$ cat config.mk
export PLATFORM = sky130hd
export DESIGN_NAME = riscv_muldiv_issue_unit
export DESIGN_NICKNAME = d
export VERILOG_FILES = /design/src/rtl/riscv_muldiv_pkg.sv /design/src/rtl/riscv_muldiv_tag_fifo.sv /design/src/rtl/riscv_muldiv_issue_unit.sv
export SDC_FILE = /design/constraint.sdc
export NUM_CORES = 1
export LEC_CHECK = 0
export BUFFER_PORTS_ARGS = -buffer_cell sky130_fd_sc_hd__buf_2
export CAP_MARGIN = 25
export CORE_AREA = 8 8 104 106
export CTS_CLUSTER_DIAMETER = 150
export DETAILED_ROUTE_END_ITERATION = 8
export DIE_AREA = 0 0 112 114
export GPL_ROUTABILITY_DRIVEN = 0
export HOLD_SLACK_MARGIN = 0.02
export PLACE_DENSITY = 0.79
export SETUP_SLACK_MARGIN = 0.15
export SYNTH_ARGS = -nofsm -noshare
export SYNTH_HDL_FRONTEND = slang
export SYNTH_SLANG_ARGS = --single-unit
$ cat constraint.sdc
create_clock -name clk -period 2.84 [get_ports clk]
set_input_delay 0.142 -clock clk [delete_from_list [all_inputs] [get_ports clk]]
set_output_delay 0.142 -clock clk [all_outputs]
set_load 0.05 [all_outputs]
$ cat src/rtl/riscv_muldiv_pkg.sv
`default_nettype none
// +----------------------------------------------------------------------+
// | riscv_muldiv_pkg                                                     |
// | Shared tag layout and result-half decode for the muldiv issue path.  |
// | Revision: 1.0 - initial release                                      |
// +----------------------------------------------------------------------+
package riscv_muldiv_pkg;

  // Function codes follow the shared IMULDIV_MULDIVREQ_MSG_FUNC_* encoding.
  localparam logic [2:0] c_FN_REM  = 3'd3;
  localparam logic [2:0] c_FN_REMU = 3'd4;

  // One in-flight op: where the result goes and which half carries it.
  typedef struct packed {
    logic [4:0] rd;
    logic       hi_sel;
  } muldiv_tag_t;

  localparam int c_TAG_W = $bits(muldiv_tag_t);

  // Remainders live in the upper word of the responder result; everything
  // else (including unknown codes) uses the lower word.
  function automatic logic hi_sel_decode(input logic [2:0] fn);
    return (fn == c_FN_REM) || (fn == c_FN_REMU);
  endfunction

endpackage
`default_nettype wire

$ cat src/rtl/riscv_muldiv_tag_fifo.sv
`default_nettype none
// +----------------------------------------------------------------------+
// | riscv_muldiv_tag_fifo                                                |
// | Synchronous FIFO holding tags of outstanding muldiv ops. Pointers    |
// | wrap modulo DEPTH, so DEPTH need not be a power of two.              |
// | RISCV_MULDIV_ISSUE_SCOREBOARD_EN exposes entry contents and validity.|
// | Revision: 1.0 - initial release                                      |
// +----------------------------------------------------------------------+
module riscv_muldiv_tag_fifo
  import riscv_muldiv_pkg::*;
#(
  parameter int DEPTH = 4,
  parameter int WIDTH = c_TAG_W
) (
  input  logic                         clk,
  input  logic                         reset,
  input  logic                         push,
  input  logic [WIDTH-1:0]             push_data,
  input  logic                         pop,
  output logic [WIDTH-1:0]             pop_data,
  output logic                         full,
  output logic                         empty,
  output logic [$clog2(DEPTH+1)-1:0]   count
`ifdef RISCV_MULDIV_ISSUE_SCOREBOARD_EN
  ,
  output logic [DEPTH*WIDTH-1:0]       entries,
  output logic [DEPTH-1:0]             entry_vld
`endif
);

  localparam int PTR_W = (DEPTH > 1) ? $clog2(DEPTH) : 1;
  localparam int CNT_W = $clog2(DEPTH+1);

  logic [WIDTH-1:0] r_mem [DEPTH];
  logic [PTR_W-1:0] r_wr_ptr;
  logic [PTR_W-1:0] r_rd_ptr;
  logic [CNT_W-1:0] r_count;
  logic             w_push;
  logic             w_pop;

  function automatic logic [PTR_W-1:0] ptr_inc(input logic [PTR_W-1:0] p);
    return (p == PTR_W'(DEPTH-1)) ? '0 : p + PTR_W'(1);
  endfunction

  assign full     = (r_count == CNT_W'(DEPTH));
  assign empty    = (r_count == '0);
  assign count    = r_count;
  assign pop_data = r_mem[r_rd_ptr];
  assign w_push   = push && !full;
  assign w_pop    = pop && !empty;

  // Pointer and occupancy bookkeeping.
  always_ff @(posedge clk or negedge reset) begin
    if (!reset) begin
      r_wr_ptr <= '0;
      r_rd_ptr <= '0;
      r_count  <= '0;
    end else begin
      if (w_push) r_wr_ptr <= ptr_inc(r_wr_ptr);
      if (w_pop)  r_rd_ptr <= ptr_inc(r_rd_ptr);
      case ({w_push, w_pop})
        2'b10:   r_count <= r_count + CNT_W'(1);
        2'b01:   r_count <= r_count - CNT_W'(1);
        default: r_count <= r_count;
      endcase
    end
  end

  // Storage needs no reset: only entries below the count are ever read.
  always_ff @(posedge clk) begin
    if (w_push) r_mem[r_wr_ptr] <= push_data;
  end

`ifdef RISCV_MULDIV_ISSUE_SCOREBOARD_EN
  logic [31:0] w_rd_base;
  assign w_rd_base = 32'(r_rd_ptr);

  for (genvar gi = 0; gi < DEPTH; gi++) begin : g_entry
    logic [31:0] w_off;
    // Distance from the read pointer decides whether a slot is occupied.
    assign w_off = (32'(gi) >= w_rd_base) ? (32'(gi) - w_rd_base)
                                          : (32'(gi) + 32'(DEPTH) - w_rd_base);
    assign entry_vld[gi]               = (w_off < 32'(r_count));
    assign entries[gi*WIDTH +: WIDTH]  = r_mem[gi];
  end
`endif

endmodule
`default_nettype wire

$ cat src/rtl/riscv_muldiv_issue_unit.sv
`default_nettype none
// +----------------------------------------------------------------------+
// | riscv_muldiv_issue_unit                                              |
// | Issues mul/div/rem requests to the pipelined muldiv responder under  |
// | credit control, tracks tags in order and returns a registered        |
// | writeback beat. RISCV_MULDIV_ISSUE_SCOREBOARD_EN adds busy_rd.       |
// | Revision: 1.0 - initial release                                      |
// +----------------------------------------------------------------------+
module riscv_muldiv_issue_unit
  import riscv_muldiv_pkg::*;
#(
  parameter int MAX_INFLIGHT = 4
) (
  input  logic                                 clk,
  input  logic                                 reset,
  input  logic [2:0]                           issue_fn,
  input  logic [31:0]                          issue_a,
  input  logic [31:0]                          issue_b,
  input  logic [4:0]                           issue_rd,
  input  logic                                 issue_val,
  output logic                                 issue_rdy,
  output logic [2:0]                           muldivreq_msg_fn,
  output logic [31:0]                          muldivreq_msg_a,
  output logic [31:0]                          muldivreq_msg_b,
  output logic                                 muldivreq_val,
  input  logic                                 muldivreq_rdy,
  input  logic [63:0]                          muldivresp_msg_result,
  input  logic                                 muldivresp_val,
  output logic                                 muldivresp_rdy,
  output logic [31:0]                          wb_data,
  output logic [4:0]                           wb_rd,
  output logic                                 wb_val,
  input  logic                                 wb_rdy,
  output logic [$clog2(MAX_INFLIGHT+1)-1:0]    inflight_cnt,
  output logic                                 proto_err
`ifdef RISCV_MULDIV_ISSUE_SCOREBOARD_EN
  ,
  output logic [31:0]                          busy_rd
`endif
);

  localparam int CNT_W = $clog2(MAX_INFLIGHT+1);

  logic             w_credit_ok;
  logic             w_issue_fire;
  logic             w_resp_take;
  logic             w_resp_fire;
  logic             w_fifo_full;
  logic             w_fifo_empty;
  logic [CNT_W-1:0] w_count;
  muldiv_tag_t      w_push_tag;
  muldiv_tag_t      w_head_tag;

  logic             r_wb_val;
  logic [31:0]      r_wb_data;
  logic [4:0]       r_wb_rd;
  logic             r_proto_err;

`ifdef RISCV_MULDIV_ISSUE_SCOREBOARD_EN
  logic [MAX_INFLIGHT*c_TAG_W-1:0] w_entries;
  logic [MAX_INFLIGHT-1:0]         w_entry_vld;
`endif

  // The FIFO is full exactly when MAX_INFLIGHT ops are outstanding, so
  // credit is simply "not full". A same-cycle response does not help.
  assign w_credit_ok      = !w_fifo_full;
  assign issue_rdy        = muldivreq_rdy && w_credit_ok;
  assign muldivreq_val    = issue_val && w_credit_ok;
  assign muldivreq_msg_fn = issue_fn;
  assign muldivreq_msg_a  = issue_a;
  assign muldivreq_msg_b  = issue_b;
  assign w_issue_fire     = issue_val && issue_rdy;

  // One-entry output stage: accept a response whenever the slot drains.
  assign muldivresp_rdy   = !r_wb_val || wb_rdy;
  assign w_resp_take      = muldivresp_val && muldivresp_rdy;
  assign w_resp_fire      = w_resp_take && !w_fifo_empty;

  assign w_push_tag       = '{rd: issue_rd, hi_sel: hi_sel_decode(issue_fn)};

  riscv_muldiv_tag_fifo #(
    .DEPTH (MAX_INFLIGHT),
    .WIDTH (c_TAG_W)
  ) u_tag_fifo (
    .clk       (clk),
    .reset     (reset),
    .push      (w_issue_fire),
    .push_data (w_push_tag),
    .pop       (w_resp_fire),
    .pop_data  (w_head_tag),
    .full      (w_fifo_full),
    .empty     (w_fifo_empty),
    .count     (w_count)
`ifdef RISCV_MULDIV_ISSUE_SCOREBOARD_EN
    ,
    .entries   (w_entries),
    .entry_vld (w_entry_vld)
`endif
  );

  // Writeback register: load the tagged half on a response, drop on a beat.
  always_ff @(posedge clk or negedge reset) begin
    if (!reset) begin
      r_wb_val  <= 1'b0;
      r_wb_data <= '0;
      r_wb_rd   <= '0;
    end else if (w_resp_fire) begin
      r_wb_val  <= 1'b1;
      r_wb_data <= w_head_tag.hi_sel ? muldivresp_msg_result[63:32]
                                     : muldivresp_msg_result[31:0];
      r_wb_rd   <= w_head_tag.rd;
    end else if (r_wb_val && wb_rdy) begin
      r_wb_val  <= 1'b0;
    end
  end

  // Sticky error: a response was consumed with nothing outstanding.
  always_ff @(posedge clk or negedge reset) begin
    if (!reset) begin
      r_proto_err <= 1'b0;
    end else if (w_resp_take && w_fifo_empty) begin
      r_proto_err <= 1'b1;
    end
  end

  assign wb_val       = r_wb_val;
  assign wb_data      = r_wb_data;
  assign wb_rd        = r_wb_rd;
  assign inflight_cnt = w_count;
  assign proto_err    = r_proto_err;

`ifdef RISCV_MULDIV_ISSUE_SCOREBOARD_EN
  // Busy mask: OR of rd over every occupied tag slot plus the held beat.
  always_comb begin
    busy_rd = '0;
    for (int i = 0; i < MAX_INFLIGHT; i++) begin
      // rd occupies the upper five bits of each packed tag.
      if (w_entry_vld[i]) busy_rd[w_entries[i*c_TAG_W + 1 +: 5]] = 1'b1;
    end
    if (r_wb_val) busy_rd[r_wb_rd] = 1'b1;
    busy_rd[0] = 1'b0;
  end
`endif

endmodule
`default_nettype wire

==> results.py, run 1 <==
metrics = {
    "outcome": {
        "status": "completed",
    },
    "timing": {
        "worst_slew_pin_slew_ns": 0.891,
        "rsz0062_at_grt": "false",
        "drv_slew": 0,
        "final.period_utilization_pct": 83.1,
        "skew_ns": 0.0158,
        "fmax_ghz": 0.424,
        "tns_ns": 0,
        "setup_viol": 0,
        "hold_viol_final": 0,
        "slew-limit-headroom_pct": 40.6,
        "period_needed_ns": 2.36,
    },
    "worst_setup_path": {
        "cp_data_required_time_ns": 3.07,
        "crit_fanout": 32,
        "start_kind": "register",
        "critPathKind": "register to register",
        "cp-end-kind": "register",
        "arrival_ns": 2.59,
    },
    "final_layout": {
        "area_growth_syn_to_layout_pct": 12.7,
        "final_cells": 444,
        "layout_commonest_cell": "buf_2",
        "layout_common_cells": "buf_2 (125), mux2_2 (62), dfrtp_1 (46)",
        "antenna_cells": 0,
        "fin_util_pct": 46.2,
        "drive_gt1_share_pct": 66.7,
        "finalNetCount": 477,
    },
    "pwr": {
        "p_leak_nw": 1.91,
        "total_power_mw": 5.12,
        "p_sw_mw": 2.39,
        "p_per_area_mw_per_mm2": 1220,
        "p_clk_share_pct": 15.6,
        "ir_drop_uv": 514,
        "switching_share_pct": 46.8,
        "p_int_mw": 2.72,
        "seq_power_share_pct": 32.4,
        "combPwrFrac_pct": 52.0,
    },
    "worst_hold_path": {
        "hold_path.class": "primary input to register",
    },
    "clock_tree": {
        "cts_tree": "built",
        "h-tree-depth": 3,
        "cts_root_buf": "clkbuf_8",
        "numCtsBuffers": 9,
        "cts-resized-gates": 0,
        "clockBufferDepth": 2,
        "clk_latency_ns": 0.35,
        "cts.clk_slew.worst_paths_ns": 0.09,
        "cts_sinks": 70,
    },
    "global_route": {
        "overflow": 0,
        "grt_max_degree": 40,
        "grt_pass1_vias": 2304,
        "grt_usage_pct": 11.5,
        "grt_pass1_wl_mm": 11.7,
        "antenna_found_initial": 0,
    },
    "detailed_routing": {
        "wl_per_cell_um": 17.3,
        "dr.pass1.iters": 4,
        "met3_wirelength_um": 869,
        "routed_wirelength_mm": 7.68,
        "post_drt_via_cell_ratio": 4.90,
        "drt_iter0_drc": 67,
        "top_layer": "met4",
        "drc": 0,
        "wl_met2_mm": 3.71,
        "met1_length_mm": 2.86,
        "vias": 2176,
        "postRouteAntennaNets": 0,
    },
    "floorplanning": {
        "core_sq_mm": 0.00911,
        "fp.dieH_um": 114,
        "die_x_um": 112,
        "initial_core_util_pct": 41.0,
        "floorplan.die_area_sq_mm": 0.0128,
        "ios": 254,
        "row_count": 35,
    },
    "synth": {
        "ys_ff_latch": 70,
        "synth_area_per_cell_sq_um": 14.3,
        "synth_top_area_cell": "dfrtp_1",
        "synth_cells": 261,
        "synth-seq-area-share_pct": 50.2,
        "syn-num-nets": 410,
        "synth-async-reset-ratio_pct": 65.7,
        "yosys-top-cells-area": "dfrtp_1 (31%), edfxtp_1 (19%), mux2_2 (19%), buf_4 (13%), mux2_4 (4.8%)",
        "ys_types": 26,
        "synth_area_sq_mm": 0.00373,
        "synth_edf_count": 24,
        "netlist.area_leader.share_pct": 30.9,
        "yosysWarnings": 0,
        "synth-main-ff-cell": "dfrtp_1",
    },
    "placed_design": {
        "place_hpwl_mm": 5.69,
        "io_buffers": 125,
        "dp_cells": 422,
    },
    "run": {
        "maxCapViolCount": 0,
    },
}
## repair_timing
| action | 4_1_cts | 5_1_grt |
|---|---|---|
| setup buffers | 0 | 0 |
| hold buffers | 6 | 0 |
| endpoints found under the hold margin | 63 | 0 |
| endpoints found under the setup margin | 0 | 0 |
## flip-flops by register name (all words and copies together), names as in the netlist
name,count
u_tag_fifo.r_rd_ptr,2
wb_data,32
wb_rd,5
wb_val,1
u_tag_fifo.count,3
u_tag_fifo.r_mem,24
u_tag_fifo.r_wr_ptr,2
proto_err,1
## cells by family after synthesis
family,Yosys count,synth area share [%]
flops,70,50.2
xor+xnor,3,0.704
mux,80,27.7
fa+ha+maj,7,2.55
compound gates,3,0.503
buf+inv,81,15.9
simple gates,17,2.52
## path summary, 6_finish.rpt
| path | start | slack [ns] | cells after the start | to |
|---|---|---|---|---|
| max in group asynchronous | reset | 2.17 | 3 | wb_data[16] |
| max | u_tag_fifo.r_rd_ptr[0] | 0.48 | 3 | wb_data[24] |
| min in group asynchronous | reset | 0.18 | 2 | wb_data[30] |
| min reg2reg | proto_err | 0.48 | 1 | proto_err |
| min | muldivresp_val | 0.04 | 2 | proto_err |
| max reg2reg | u_tag_fifo.r_rd_ptr[0] | 0.48 | 3 | wb_data[24] |
## worst max-delay path, stage by stage (launching register included)
cell and delay (ns):
dfrtp_1 0.53, mux4_2 1.02, mux2_2 0.41, mux2_2 0.27
## cell usage after synthesis (2+ instances only)
library cell and count:
inv_1 4, nor2_1 4, edfxtp_1 24, nand2_1 2
clkbuf_1 4, buf_4 67, mux2_4 12, xnor2_1 2
mux4_1 5, and2_1 6, ha_1 6, dfrtp_1 46
mux2_2 62, buf_6 4, o21ai_0 2
## power by group through the flow
stage / Clock, mW / Combinational, mW / Sequential (mW)
6_report: 0.797 / 2.66 / 1.66
5_1_grt: 0.875 / 2.81 / 1.71
4_1_cts: 0.832 / 2.71 / 1.66
3_5_place_dp: 0 / 2.70 / 1.68
3_3_place_gp: 0 / 2.65 / 1.66
2_1_floorplan: 0 / 1.36 / 2.70
## layer usage
metal  GRT usage, %  up-vias
li1               -      984
met3           6.66       34
met5              0        -
met1           11.5     1039
met2           18.8      119
met4           6.38        0
## per-stage QoR
stage               cell area [sq um]  hold slack (ns)  setup slack [ns]
floorplan                        3730           -0.154             0.192
global placement                 3930            0.284             0.498
detailed placement               3950           0.0233             0.443
CTS                              4210           0.0218             0.429
global route                     4210           0.0312             0.377
finish                           4210           0.0428             0.480
## area by class of cell
| class | count | area [sq um] |
|---|---|---|
| fillers | 817 | 4900 |
| inverters | 4 | 15.0 |
| repair buffers | 133 | 713 |
| multi-input cells | 110 | 1270 |
| clock inverters | 7 | 70.1 |
| flip-flops and latches | 70 | 1870 |
| clock buffers | 9 | 124 |
| well taps | 111 | 139 |
No activity file was read; power rests on OpenSTA's default activity.
==> run 2: changes to the inputs <==
--- a/config.mk
+++ b/config.mk
@@ -5,12 +5,13 @@
 export SDC_FILE = /design/constraint.sdc
 export NUM_CORES = 1
 export LEC_CHECK = 0
+export ABC_AREA = 1
 export BUFFER_PORTS_ARGS = -buffer_cell sky130_fd_sc_hd__buf_2
 export CAP_MARGIN = 25
-export CORE_AREA = 8 8 104 106
+export CORE_AREA = 8 8 106 108
 export CTS_CLUSTER_DIAMETER = 150
 export DETAILED_ROUTE_END_ITERATION = 8
-export DIE_AREA = 0 0 112 114
+export DIE_AREA = 0 0 114 116
 export GPL_ROUTABILITY_DRIVEN = 0
 export HOLD_SLACK_MARGIN = 0.02
 export PLACE_DENSITY = 0.79
==> constraint.sdc (replaced) <==
create_clock -name clk -period 2.3 [get_ports clk]
set_input_delay 0.115 -clock clk [delete_from_list [all_inputs] [get_ports clk]]
set_output_delay 0.115 -clock clk [all_outputs]
set_load 0.05 [all_outputs]
==> results.py, run 2 <==
metrics = {
    "timing": {
        "skew_ns": 0.00857,
        "slew-limit-headroom_pct": 60.8,
        "final.period_utilization_pct": 85.0,
        "setup_viol": 0,
        "fmax_ghz": 0.512,
        "rsz0062_at_grt": "false",
        "tns_ns": 0,
        "worst_slew_pin_slew_ns": 0.586,
        "finalWorstSetupSlack_ns": 0.346,
        "fin_hold_ws_ns": 0.0377,
        "drv_slew": 0,
        "period_needed_ns": 1.95,
        "hold_viol_final": 0,
    },
    "final_layout": {
        "num-fill-cells": 937,
        "design_area_sq_mm": 0.00445,
        "fin_util_pct": 46.6,
        "finalNetCount": 697,
        "layout_common_cells": "buf_2 (125), nand2_1 (123), inv_1 (74)",
        "largest_register_ffs": 32,
        "antenna_cells": 0,
        "final_cells": 686,
        "layout_commonest_cell": "buf_2",
        "drive_gt1_share_pct": 29.1,
        "area_growth_syn_to_layout_pct": 11.7,
    },
    "synth": {
        "synthMostInstantiatedCell": "nand2_1",
        "ys_ff_latch": 70,
        "syn-num-nets": 635,
        "synth_common_cells": "nand2_1 (123), inv_1 (74), buf_4 (67)",
        "synth_cells": 486,
        "yosysWarnings": 0,
        "synth_edf_count": 24,
        "synth-async-reset-ratio_pct": 65.7,
        "synth_top_area_cell": "dfrtp_1",
        "yosys-top-cells-area": "dfrtp_1 (29%), edfxtp_1 (18%), buf_4 (13%), nand2_1 (12%), nand3_1 (8.2%)",
        "synth_area_sq_mm": 0.00399,
        "ys_types": 23,
        "synth-seq-area-share_pct": 46.9,
        "synth-main-ff-cell": "dfrtp_1",
        "synth_area_per_cell_sq_um": 8.21,
        "netlist.area_leader.share_pct": 28.9,
    },
    "placed_design": {
        "dp_slack_ns": 0.292,
        "postPlaceCellArea_sq_mm": 0.00420,
        "place_hpwl_mm": 7.69,
        "dp_cells": 664,
        "io_buffers": 125,
    },
    "clock_tree": {
        "clk_latency_ns": 0.33,
        "numCtsBuffers": 9,
        "cts_root_buf": "clkbuf_8",
        "cts_tree": "built",
        "cts.clk_slew.worst_paths_ns": 0.07,
        "cts_sinks": 70,
        "clockBufferDepth": 2,
        "post_cts_buffers": 0,
        "h-tree-depth": 3,
    },
    "worst_setup_path": {
        "cp-end-kind": "register",
        "cp_data_required_time_ns": 2.51,
        "start_kind": "register",
        "critPathSlowestCell": "dfrtp_2",
        "slowest_delay_ns": 0.42,
        "reg2regPathDepth": 8,
        "crit_path_cell_trace": "inv_1, nand3_2, nand3_4, ha_1, fa_1, a21oi_1, o21ai_0, xnor2_1",
        "crit_fanout": 9,
        "arrival_ns": 2.17,
        "critPathKind": "register to register",
    },
    "worst_hold_path": {
        "whs_path_depth": 2,
        "hold_path.class": "primary input to register",
    },
    "detailed_routing": {
        "routed_wirelength_mm": 10.2,
        "drc": 0,
        "vias": 3221,
        "dr.pass1.iters": 6,
        "post_drt_via_cell_ratio": 4.70,
        "drt_iter0_drc": 145,
        "wl_per_cell_um": 14.9,
        "postRouteAntennaNets": 0,
    },
    "global_route": {
        "overflow": 0,
        "grt_pass1_wl_mm": 16.2,
        "grt_pass1_vias": 3517,
        "antenna_found_initial": 0,
        "grt_usage_pct": 15.4,
        "grt_max_degree": 47,
    },
    "outcome": {
        "status": "completed",
    },
    "floorplanning": {
        "initial_core_util_pct": 41.8,
        "row_count": 36,
        "ios": 254,
        "fp.dieH_um": 116,
        "core_sq_mm": 0.00955,
        "floorplan.die_area_sq_mm": 0.0132,
        "die_x_um": 114,
    },
    "pwr": {
        "p_leak_nw": 2.45,
        "p_per_area_mw_per_mm2": 1440,
        "total_power_mw": 6.41,
        "ir_drop_uv": 730,
    },
    "run": {
        "maxCapViolCount": 0,
    },
}
run 2: cells by family after synthesis:
family / after synthesis / synth area share [%]
simple gates: 220 / 24.0
buf+inv: 163 / 23.2
flops: 70 / 46.9
compound gates: 24 / 3.11
fa+ha+maj: 7 / 2.38
xor+xnor: 2 / 0.439
run 2: what timing repair did:
action	4_1_cts	5_1_grt
hold buffers	6	0
endpoints found under the setup margin	0	1
resized for setup	0	2
endpoints found under the hold margin	66	0
run 2: cell type report:
cell class / count / area [sq um] / share of cell area [%]
clock buffer: 13 / 159 / 3.57
clock inverter: 3 / 18.8 / 0.421
inverter: 76 / 285 / 6.40
multi-input combinational: 253 / 1210 / 27.2
sequential: 70 / 1880 / 42.1
tap: 133 / 166 / 3.74
timing repair buffer: 138 / 738 / 16.6
run 2: report_power, final:
group	internal [mW]	switching, mW	total, mW
sequential	1.74	0.314	2.06
clock	0.450	0.441	0.891
combinational	0.858	2.60	3.46
total	3.05	3.36	6.41
run 2: worst paths after layout:
kind / startpoint / endpoint / slack [ns]
min in group asynchronous: reset / wb_data[13] / 0.39
max in group asynchronous: reset / wb_val / 1.46
max reg2reg: u_tag_fifo.count[1] / u_tag_fifo.count[2] / 0.35
min: muldivresp_val / proto_err / 0.04
min reg2reg: proto_err / proto_err / 0.47
max: u_tag_fifo.count[1] / u_tag_fifo.count[2] / 0.35
run 2: worst max-delay path: cells and delay by family (launching register included):
family | cells | cell delay [ns]
compound gates | 2 | 0.30
xor+xnor | 1 | 0.15
simple gates | 2 | 0.24
flops | 1 | 0.42
buf+inv | 1 | 0.08
fa+ha+maj | 2 | 0.65
run 2: per-layer routing:
metal | global-route usage [%] | wire [um] | up-vias | share of wire, %
met2 | 28.4 | 5480 | 114 | 54
met4 | 11.6 | 629 | 0 | 6.1
met3 | 4.53 | 614 | 73 | 6.0
met1 | 14.2 | 3520 | 1486 | 34
met5 | 0 | 0 | - | 0
li1 | - | - | 1548 | -
